File: src/rtl/dmem_arb_pkg.sv
// Shared encodings and default sizing for the data-port arbiter.
package dmem_arb_pkg;

  typedef enum logic {
    ST_ARB  = 1'b0,
    ST_LOCK = 1'b1
  } arb_st_t;

  // Widths of the RAM port 1 command fields.
  localparam int CMD_WE_W    = 1;
  localparam int CMD_ADDR_W  = 12;
  localparam int CMD_WDATA_W = 32;
  localparam int CMD_BE_W    = 4;

  localparam int DEF_MAX_WAIT = 4;
  localparam int DEF_LOCK_MAX = 16;
  localparam int CNT_W        = 8;
  localparam int STAT_W       = 16;

endpackage

File: src/rtl/dmem_arb_sat_cnt.sv
// Saturating up-counter; clear wins over increment, and clear+inc restarts at 1.
module dmem_arb_sat_cnt #(
  parameter int W   = 8,
  parameter int MAX = 255
) (
  input  logic         clk,
  input  logic         n_rst,
  input  logic         clr,
  input  logic         inc,
  output logic [W-1:0] cnt
);

  localparam logic [W-1:0] LIM = W'(MAX);
  localparam logic [W-1:0] ONE = {{(W-1){1'b0}}, 1'b1};

  always_ff @(posedge clk or negedge n_rst) begin
    if (!n_rst)                 cnt <= '0;
    else if (clr)               cnt <= inc ? ONE : '0;
    else if (inc && cnt != LIM) cnt <= cnt + ONE;
  end

endmodule

File: src/rtl/dmem_port_arbiter.sv
// Arbitrates RAM port 1 between the CPU (m0, priority) and a loader/DMA (m1, lockable).
// Optional statistics counters are built when DMEM_ARB_STATS_EN is defined.
module dmem_port_arbiter
  import dmem_arb_pkg::*;
#(
  parameter int DWIDTH   = 32,
  parameter int AWIDTH   = 12,
  parameter int MAX_WAIT = DEF_MAX_WAIT,
  parameter int LOCK_MAX = DEF_LOCK_MAX
) (
  input  logic                clk,
  input  logic                n_rst,
  input  logic                m0_req,
  input  logic                m0_we,
  input  logic [AWIDTH-1:0]   m0_addr,
  input  logic [DWIDTH-1:0]   m0_wdata,
  input  logic [CMD_BE_W-1:0] m0_be,
  output logic                m0_gnt,
  output logic                m0_stall,
  output logic [DWIDTH-1:0]   m0_rdata,
  input  logic                m1_req,
  input  logic                m1_lock,
  input  logic                m1_we,
  input  logic [AWIDTH-1:0]   m1_addr,
  input  logic [DWIDTH-1:0]   m1_wdata,
  input  logic [CMD_BE_W-1:0] m1_be,
  output logic                m1_gnt,
  output logic [DWIDTH-1:0]   m1_rdata,
  output logic [AWIDTH-1:0]   mem_addr,
  output logic [DWIDTH-1:0]   mem_wdata,
  output logic [CMD_BE_W-1:0] mem_be,
  output logic                mem_wen,
  input  logic [DWIDTH-1:0]   mem_rdata
`ifdef DMEM_ARB_STATS_EN
  ,
  output logic [STAT_W-1:0]   conflict_cnt,
  output logic [STAT_W-1:0]   m1_grant_cnt
`endif
);

  localparam logic [CNT_W-1:0] WAIT_LIM  = CNT_W'(MAX_WAIT);
  localparam logic [CNT_W-1:0] LOCK_LAST = CNT_W'(LOCK_MAX - 1);

  arb_st_t          st, st_nxt;
  logic             g0, g1;
  logic             force_m1;
  logic [CNT_W-1:0] wait_cnt, lock_cnt;

  assign force_m1 = m1_req && (wait_cnt == WAIT_LIM);

  always_ff @(posedge clk or negedge n_rst) begin
    if (!n_rst) st <= ST_ARB;
    else        st <= st_nxt;
  end

  always_comb begin
    st_nxt = st;
    case (st)
      ST_ARB:  if (g1 && m1_lock && (LOCK_MAX > 1)) st_nxt = ST_LOCK;
      ST_LOCK: if (!m1_req || (g1 && (!m1_lock || lock_cnt == LOCK_LAST))) st_nxt = ST_ARB;
      default: st_nxt = ST_ARB;
    endcase
  end

  // Internal grants are ungated; the port-level versions are forced low while in reset.
  always_comb begin
    g0 = 1'b0;
    g1 = 1'b0;
    case (st)
      ST_ARB: begin
        if (force_m1)    g1 = 1'b1;
        else if (m0_req) g0 = 1'b1;
        else if (m1_req) g1 = 1'b1;
      end
      ST_LOCK: g1 = m1_req;
      default: ;
    endcase
  end

  assign m0_gnt   = g0 && n_rst;
  assign m1_gnt   = g1 && n_rst;
  assign m0_stall = m0_req && !m0_gnt && n_rst;
  assign m0_rdata = mem_rdata;
  assign m1_rdata = mem_rdata;

  always_comb begin
    mem_addr  = '0;
    mem_wdata = '0;
    mem_be    = '0;
    mem_wen   = 1'b0;
    if (m0_gnt) begin
      mem_addr  = m0_addr;
      mem_wdata = m0_wdata;
      mem_be    = m0_be;
      mem_wen   = m0_we;
    end else if (m1_gnt) begin
      mem_addr  = m1_addr;
      mem_wdata = m1_wdata;
      mem_be    = m1_be;
      mem_wen   = m1_we;
    end
  end

  dmem_arb_sat_cnt #(.W(CNT_W), .MAX(MAX_WAIT)) u_wait_cnt (
    .clk   (clk),
    .n_rst (n_rst),
    .clr   (g1 || !m1_req),
    .inc   (m1_req && !g1),
    .cnt   (wait_cnt)
  );

  // Held clear in ARB; the grant that enters LOCK loads 1.
  dmem_arb_sat_cnt #(.W(CNT_W), .MAX(LOCK_MAX)) u_lock_cnt (
    .clk   (clk),
    .n_rst (n_rst),
    .clr   (st == ST_ARB),
    .inc   (g1 && (st == ST_LOCK || st_nxt == ST_LOCK)),
    .cnt   (lock_cnt)
  );

`ifdef DMEM_ARB_STATS_EN
  dmem_arb_sat_cnt #(.W(STAT_W), .MAX(65535)) u_conflict_cnt (
    .clk   (clk),
    .n_rst (n_rst),
    .clr   (1'b0),
    .inc   (m0_req && m1_req),
    .cnt   (conflict_cnt)
  );

  dmem_arb_sat_cnt #(.W(STAT_W), .MAX(65535)) u_m1_grant_cnt (
    .clk   (clk),
    .n_rst (n_rst),
    .clr   (1'b0),
    .inc   (g1),
    .cnt   (m1_grant_cnt)
  );
`endif

endmodule

File: config.mk
export PLATFORM = sky130hd
export DESIGN_NAME = dmem_port_arbiter
export DESIGN_NICKNAME = d
export VERILOG_FILES = /design/src/rtl/dmem_arb_pkg.sv /design/src/rtl/dmem_arb_sat_cnt.sv /design/src/rtl/dmem_port_arbiter.sv
export SDC_FILE = /design/constraint.sdc
export NUM_CORES = 1
export LEC_CHECK = 0
export ABC_CLOCK_PERIOD_IN_PS = 3000
export CELL_PAD_IN_SITES_DETAIL_PLACEMENT = 0
export CELL_PAD_IN_SITES_GLOBAL_PLACEMENT = 1
export CORE_MARGIN = 2
export CORE_UTILIZATION = 18
export DETAILED_ROUTE_END_ITERATION = 16
export PLACE_DENSITY_LB_ADDON = 0.05
export SYNTH_ARGS = -nofsm -noshare
export SYNTH_HDL_FRONTEND = slang
export SYNTH_HIERARCHICAL = 1
export SYNTH_SLANG_ARGS = --single-unit
File: constraint.sdc
create_clock -name clk -period 3 [get_ports clk]
set_clock_uncertainty 0.15 [all_clocks]
set_input_delay 0.75 -clock clk [delete_from_list [all_inputs] [get_ports clk]]
set_output_delay 0.75 -clock clk [all_outputs]
set_load 0.02 [all_outputs]
==> results of run 1 <==
==> metrics by stage <==
stage	instances	setup slack (ps)	util, %
CTS	505	0.244	32.3
detailed placement	488	-831	29.4
finish	507	38.8	32.2
floorplan	240	333	-
global route	507	-40.3	32.2
global placement	488	-770	29.4
==> kinds of logic (layout without fill, tap and decap cells) <==
| kind of cell | after synthesis | count (layout) |
|---|---|---|
| AOI/OAI and AO/OA | 77 | 77 |
| muxes | 3 | 3 |
| adders and majority gates | 4 | 4 |
| and+or+nand+nor | 48 | 48 |
| buffers and inverters | 88 | 208 |
| DFF | 17 | 17 |
| xor gates and xnor gates | 3 | 3 |
==> routing by layer <==
layer / track usage (%) / wire (um) / vias up
met5: 0 / 0 / -
li1: - / - / 1063
met4: 2.36 / 60 / 0
met3: 6.00 / 1130 / 6
met2: 24.6 / 5000 / 129
met1: 15.1 / 3520 / 1033
==> critical path: stages <==
cell and delay [ps]:
clkdlybuf4s15_1 230, inv_1 70, o21ai_2 220, a21boi_4 100, buf_6 150, buf_16 140
a22o_4 270, buf_6 130
==> where the power goes <==
part	leakage, uW	switching, uW	internal (uW)
sequential	0.000234	6.69	235
combinational	0.00138	200	289
clock	0.0000382	86.0	180
total	0.00165	293	704
==> sequential cells by signal, summed over array words and instances, names as in the netlist <==
signal	cells
u_wait_cnt/cnt	8
st	1
u_lock_cnt/cnt	8
==> final timing paths <==
| path | cells past startpoint | startpoint | end | slack (ps) |
|---|---|---|---|---|
| max | 8 | m0_req | mem_wdata[7] | 40 |
| min | 2 | n_rst | u_wait_cnt/cnt[3] | 390 |
| max reg2reg | 10 | u_wait_cnt/cnt[4] | u_lock_cnt/cnt[6] | 610 |
| min reg2reg | 2 | u_lock_cnt/cnt[7] | u_lock_cnt/cnt[7] | 430 |
| max in group asynchronous | 2 | n_rst | u_lock_cnt/cnt[6] | 2140 |
| min in group clk | 2 | u_lock_cnt/cnt[7] | u_lock_cnt/cnt[7] | 430 |
==> final cells by class <==
cell class	count	area [sq um]	area share (%)
inverter	11	41.3	1.08
clock buffer	4	78.8	2.07
sequential	17	425	11.1
timing repair buffer	193	1950	51.0
multi-input combinational	135	1140	29.9
tap	147	184	4.82
==> placed cells by master (no fill, tap or decap), types with 3 or more instances in the layout <==
cell and instances:
clkbuf_16 5, xor2_1 3, buf_16 3, clkdlybuf4s50_1 99, buf_6 37, buf_4 32
nand4_1 7, ha_1 4, dfrtp_1 17, o21ai_0 6, a21oi_1 11, nor2_1 6
buf_12 3, inv_1 11, buf_2 12, nand3_1 4, or3_1 5, a22o_4 5
nand2b_1 4, nand2_1 6, a22o_1 44
==> what timing repair did <==
item / in CTS / in global routing
setup endpoints to repair: 52 / 45
buffers inserted: 8 / 2
resized for setup: 285 / 13
hold endpoints to repair: 0 / 0
cloned: 5 / 2
pin swaps: 10 / 17
==> out/qor.csv, run 1 <==
metric;value;unit
GPL Wtd Cong;0.740;
top cells by count, synth;64 x buf_4, 49 x a22o_1, 17 x dfrtp_1, 11 x a21oi_1, 11 x inv_1;
FP Rows;40;
worst endpoint required time;2100;ps
Post-Synth XOR/XNOR Area;1.21;%
Hold WC Path Type;in2async;
post-DR vias/cell;4.40;
Mapped Area;2160;sq um
Max Cap Violations;0;
Worst VDD drop;151;uV
hold_ws;394;ps
largest net degree at the start of global routing;22;
DIE AREA;12900;sq um
Critical Path AT;2060;ps
Final Power;997;uW
Die W;114;um
DR iter-0 viols;57;
largest family of logic cells by synthesized area;buffers and inverters;
fin area;3820;sq um
Post-Synthesis Cells;240;
CTS tree;done;
worst slew pin tran;469;ps
syn nets;379;
Synth area leader;buf_4;
endpoints failing hold;0;
Worst-Skew Late Latency;250;ps
Num CTS Buffers;3;
synth top area cells;buf_4 22%, a22o_1 20%, dfrtp_1 20%;
pwr/cell area;261;nW/um^2
Synth Area in Adders;2.31;%
Clock Tree Buf Depth;2;
antenna cells;0;
placed inst area;3490;sq um
Fill cells;1243;
via count;2231;
Slew Limit Fails;0;
leakage power total;0.00165;uW
DP Wirelength;7250;um
top-count cell post-synth;buf_4;
residual DRC count;0;
Syn Area/Cell;9.01;sq um
status;finished, final reports clean;
layout cells sized above 1;32.8;%
clock slew seen by the registers of the worst setup and hold paths;50;ps
Buffers on Ports;154;
crit path launch type;primary input;
gr ovfl total;0;
setup TNS;0;ps
Nets;500;
post-synth top area share;22.2;%
number of nets with antenna violations after routing;0;
Layout area overhead;76.4;%
CORE AREA;11900;sq um
TritonRoute pass-1 iters;4;
Yosys cell types;38;
FMAX;338;MHz
EDFF count, synth;0;
Syn. warnings;6;
Setup violations, final;0;
Max transition margin;68.5;%
Boundary Pins;251;
crit path max fanout;9;
#FFs+latches synth;17;
Initial Util;18.2;%
endpoint type of the worst setup path;output port;
H-tree lvl count;1;
Synth Area in Simple Gates;15.8;%
Total GRT Usage;13.7;%
Routed WL;9710;um
Final Critical Period;2960;ps
register area share after synthesis;19.7;%
multiplexer area fraction after synthesis;1.45;%
final worst path period share;98.7;%
CP Class;in2out;
CTS root buf;clkbuf_16;
Synth Flop Type;dfrtp_1;
Die Ht;114;um
vias in the first global route;2207;
post-cts hold buffer count;0;
# clock sinks;17;
initial antenna violation count;0;
WL/cell;19.1;um
first-pass GRT wire length;13500;um
compound-cell area share of the yosys netlist;29.6;%
Async SR Flop Fraction;100;%
RSZ-0062 raised after global routing;true;
(Power assumes the default switching activity.)
==> run 2: changes to the inputs <==
Settings changed: CORE_ASPECT_RATIO set to 0.5, GPL_ROUTABILITY_DRIVEN set to 0.
==> run 2 against run 1 <==
Compared with the run above:
- the run now ends with setup timing left
- sequential power about the same
- critical path depth up 1
- sequential cell count unchanged
- routed wire length fell by 1.4%
- global-route usage grew 0.18 points
- power increased by 0.70%
- die area up 0.41%
- clock-buffer cell count unchanged
- design area rose by 1.6%
- critical path type unchanged
- largest power group unchanged
==> out/qor.csv, run 2 (synthesized netlist as in run 1, its figures left out) <==
metric;value;unit;change
DP Wirelength;7570;um;+4.5%
Layout area overhead;79.2;%;
Critical Path AT;2100;ps;+40 ps
setup TNS;-3.36;ps;-3.36 ps
FMAX;333;MHz;-1.4%
Crit-path slowest cell;nor4b_4;;
Initial Util;18.4;%;+0.14 points
commonest cells after routing, fill and taps aside;99 x clkdlybuf4s50_1, 56 x buf_6, 49 x a22o_1, 17 x dfrtp_1, 16 x buf_4;;
Buffers on Ports;154;;unchanged
CORE AREA;11800;sq um;-0.76%
gr ovfl total;0;;unchanged
placed inst area;3510;sq um;+0.72%
Routed WL;9570;um;-1.4%
Worst path top cell family by delay;buffers and inverters;;
Final Power;1000;uW;+0.70%
first-pass GRT wire length;14100;um;+4.7%
H-tree lvl count;1;;unchanged
multi-input logic area;1090;sq um;-4.1%
RSZ-0062 raised after global routing;true;;
residual DRC count;0;;unchanged
CP Class;in2out;;
post-cts hold buffer count;0;;unchanged
pre-CTS setup slack;-783;ps;+48.0 ps
largest net degree at the start of global routing;19;;-14%
number of nets with antenna violations after routing;0;;unchanged
status;finished with violations;;
Final Core Density;32.9;%;+0.77 points
Boundary Pins;251;;unchanged
CP max stage delay;190;ps;-80 ps
critical-path cell list;buf_6 > nor4b_4 > nand3_2 > buf_6 > nor3b_4 > buf_6 > buf_16 > a22o_1 > buf_6;;
crit path launch type;primary input;;
crit path max fanout;10;;+1
Die Ht;81.5;um;-28%
vias in the first global route;2269;;+2.8%
WL/cell;18.4;um;-3.7%
Worst VDD drop;156;uV;+3.4%
pwr/cell area;259;nW/um^2;-0.90%
CTS tree;done;;
layout cells sized above 1;29.9;%;-2.8 points
Nets;494;;-1.2%
endpoint type of the worst setup path;output port;;
Hold WC Path Type;in2async;;
Die W;159;um;+40%
clock slew seen by the registers of the worst setup and hold paths;50;ps;about the same
Max transition margin;70.7;%;+2.2 points
# clock sinks;17;;unchanged
post-DR vias/cell;4.16;;-5.4%
Total GRT Usage;13.9;%;+0.18 points
DIE AREA;13000;sq um;+0.41%
antenna cells;0;;unchanged
fin area;3880;sq um;+1.6%
Slew Limit Fails;0;;unchanged
initial antenna violation count;0;;unchanged
CTS root buf;clkbuf_16;;
Max Cap Violations;0;;unchanged
via count;2161;;-3.1%
Worst-Skew Late Latency;240;ps;about the same
most common cell after layout, fill and taps aside;clkdlybuf4s50_1;;
Clock Tree Buf Depth;2;;unchanged
FP Rows;28;;-30%
Setup violations, final;2;;+2
register area;425;sq um;unchanged
failing checks;setup timing;;
Num CTS Buffers;3;;unchanged
Critical path buffers and inverters;5;;unchanged
final worst path period share;100;%;+1.4 points
worst slew pin tran;436;ps;-33.1 ps
worst setup margin;-2.12;ps;-40.9 ps
endpoints failing hold;0;;unchanged
Fill cells;1238;;-0.40%
Final Critical Period;3000;ps;+40.9 ps
TritonRoute pass-1 iters;4;;unchanged
crit-path most repeated cell;buf_6;;
DR iter-0 viols;75;;+32%
leakage power total;0.00162;uW;-1.4%
worst endpoint required time;2100;ps;about the same
Top Registers;u_lock_cnt/cnt (8), u_wait_cnt/cnt (8), st (1);;
==> run 2: cell types whose count changed in the layout (fill, tap and decap cells not counted), moves of 2 or more <==
cell	previous run	this run
buf_4	32	16
buf_6	37	56
buf_12	3	5
a22o_1	44	49
buf_2	12	0
a22o_4	5	0
==> run 2: per-layer routing <==
metal	routed length [um]	GRT usage [%]	part of all wire, %
met5	0	0	0
met3	659	4.14	6.9
met4	36	1.45	0.38
met2	5090	27.4	53
met1	3780	15.5	39
==> run 2: worst reg2reg max path, cell delays in order (launching register included) <==
cell,delay [ps]
dfrtp_1,410
nor4b_4,290
nand3_2,170
and2_2,220
a21oi_1,110
buf_4,140
nand4_1,130
or3_1,330
a21oi_1,140
==> run 2: path summary, 6_finish.rpt <==
| path | startpoint | to | slack (ps) | cells after the start |
|---|---|---|---|---|
| max reg2reg | u_wait_cnt/cnt[4] | u_lock_cnt/cnt[7] | 830 | 8 |
| min reg2reg | st | st | 430 | 1 |
| min in group clk | st | st | 430 | 1 |
| min | n_rst | u_lock_cnt/cnt[5] | 400 | 2 |
| max in group asynchronous | n_rst | u_wait_cnt/cnt[5] | 2100 | 2 |
| max | m1_req | mem_addr[0] | -2 | 9 |
==> run 2: timing repair <==
| action | CTS | global route |
|---|---|---|
| gates cloned | 4 | 2 |
| setup buffers | 6 | 0 |
| resized for setup | 271 | 52 |
| pin swaps | 7 | 5 |
| endpoints found under the setup margin | 52 | 51 |
==> run 2: power breakdown <==
group          switching, uW  internal, uW  total [uW]
sequential              6.13           235         241
combinational            197           302         499
clock                   83.7           180         264
==> run 2: layout make-up <==
type	instances	share of cell area [%]
multi-input cells	135	28.2
flip-flops and latches	17	11.0
inverters	11	1.06
well taps	165	5.32
repair buffers	187	52.4
clock buffers	4	2.03
==> run 2: per-stage QoR <==
| stage | std cells | hold WS (ps) |
|---|---|---|
| 2_1_floorplan | 240 | 304 |
| 3_3_place_gp | 503 | 408 |
| 3_5_place_dp | 503 | 412 |
| 4_1_cts | 517 | 406 |
| 5_1_grt | 519 | 416 |
| 6_report | 519 | 397 |
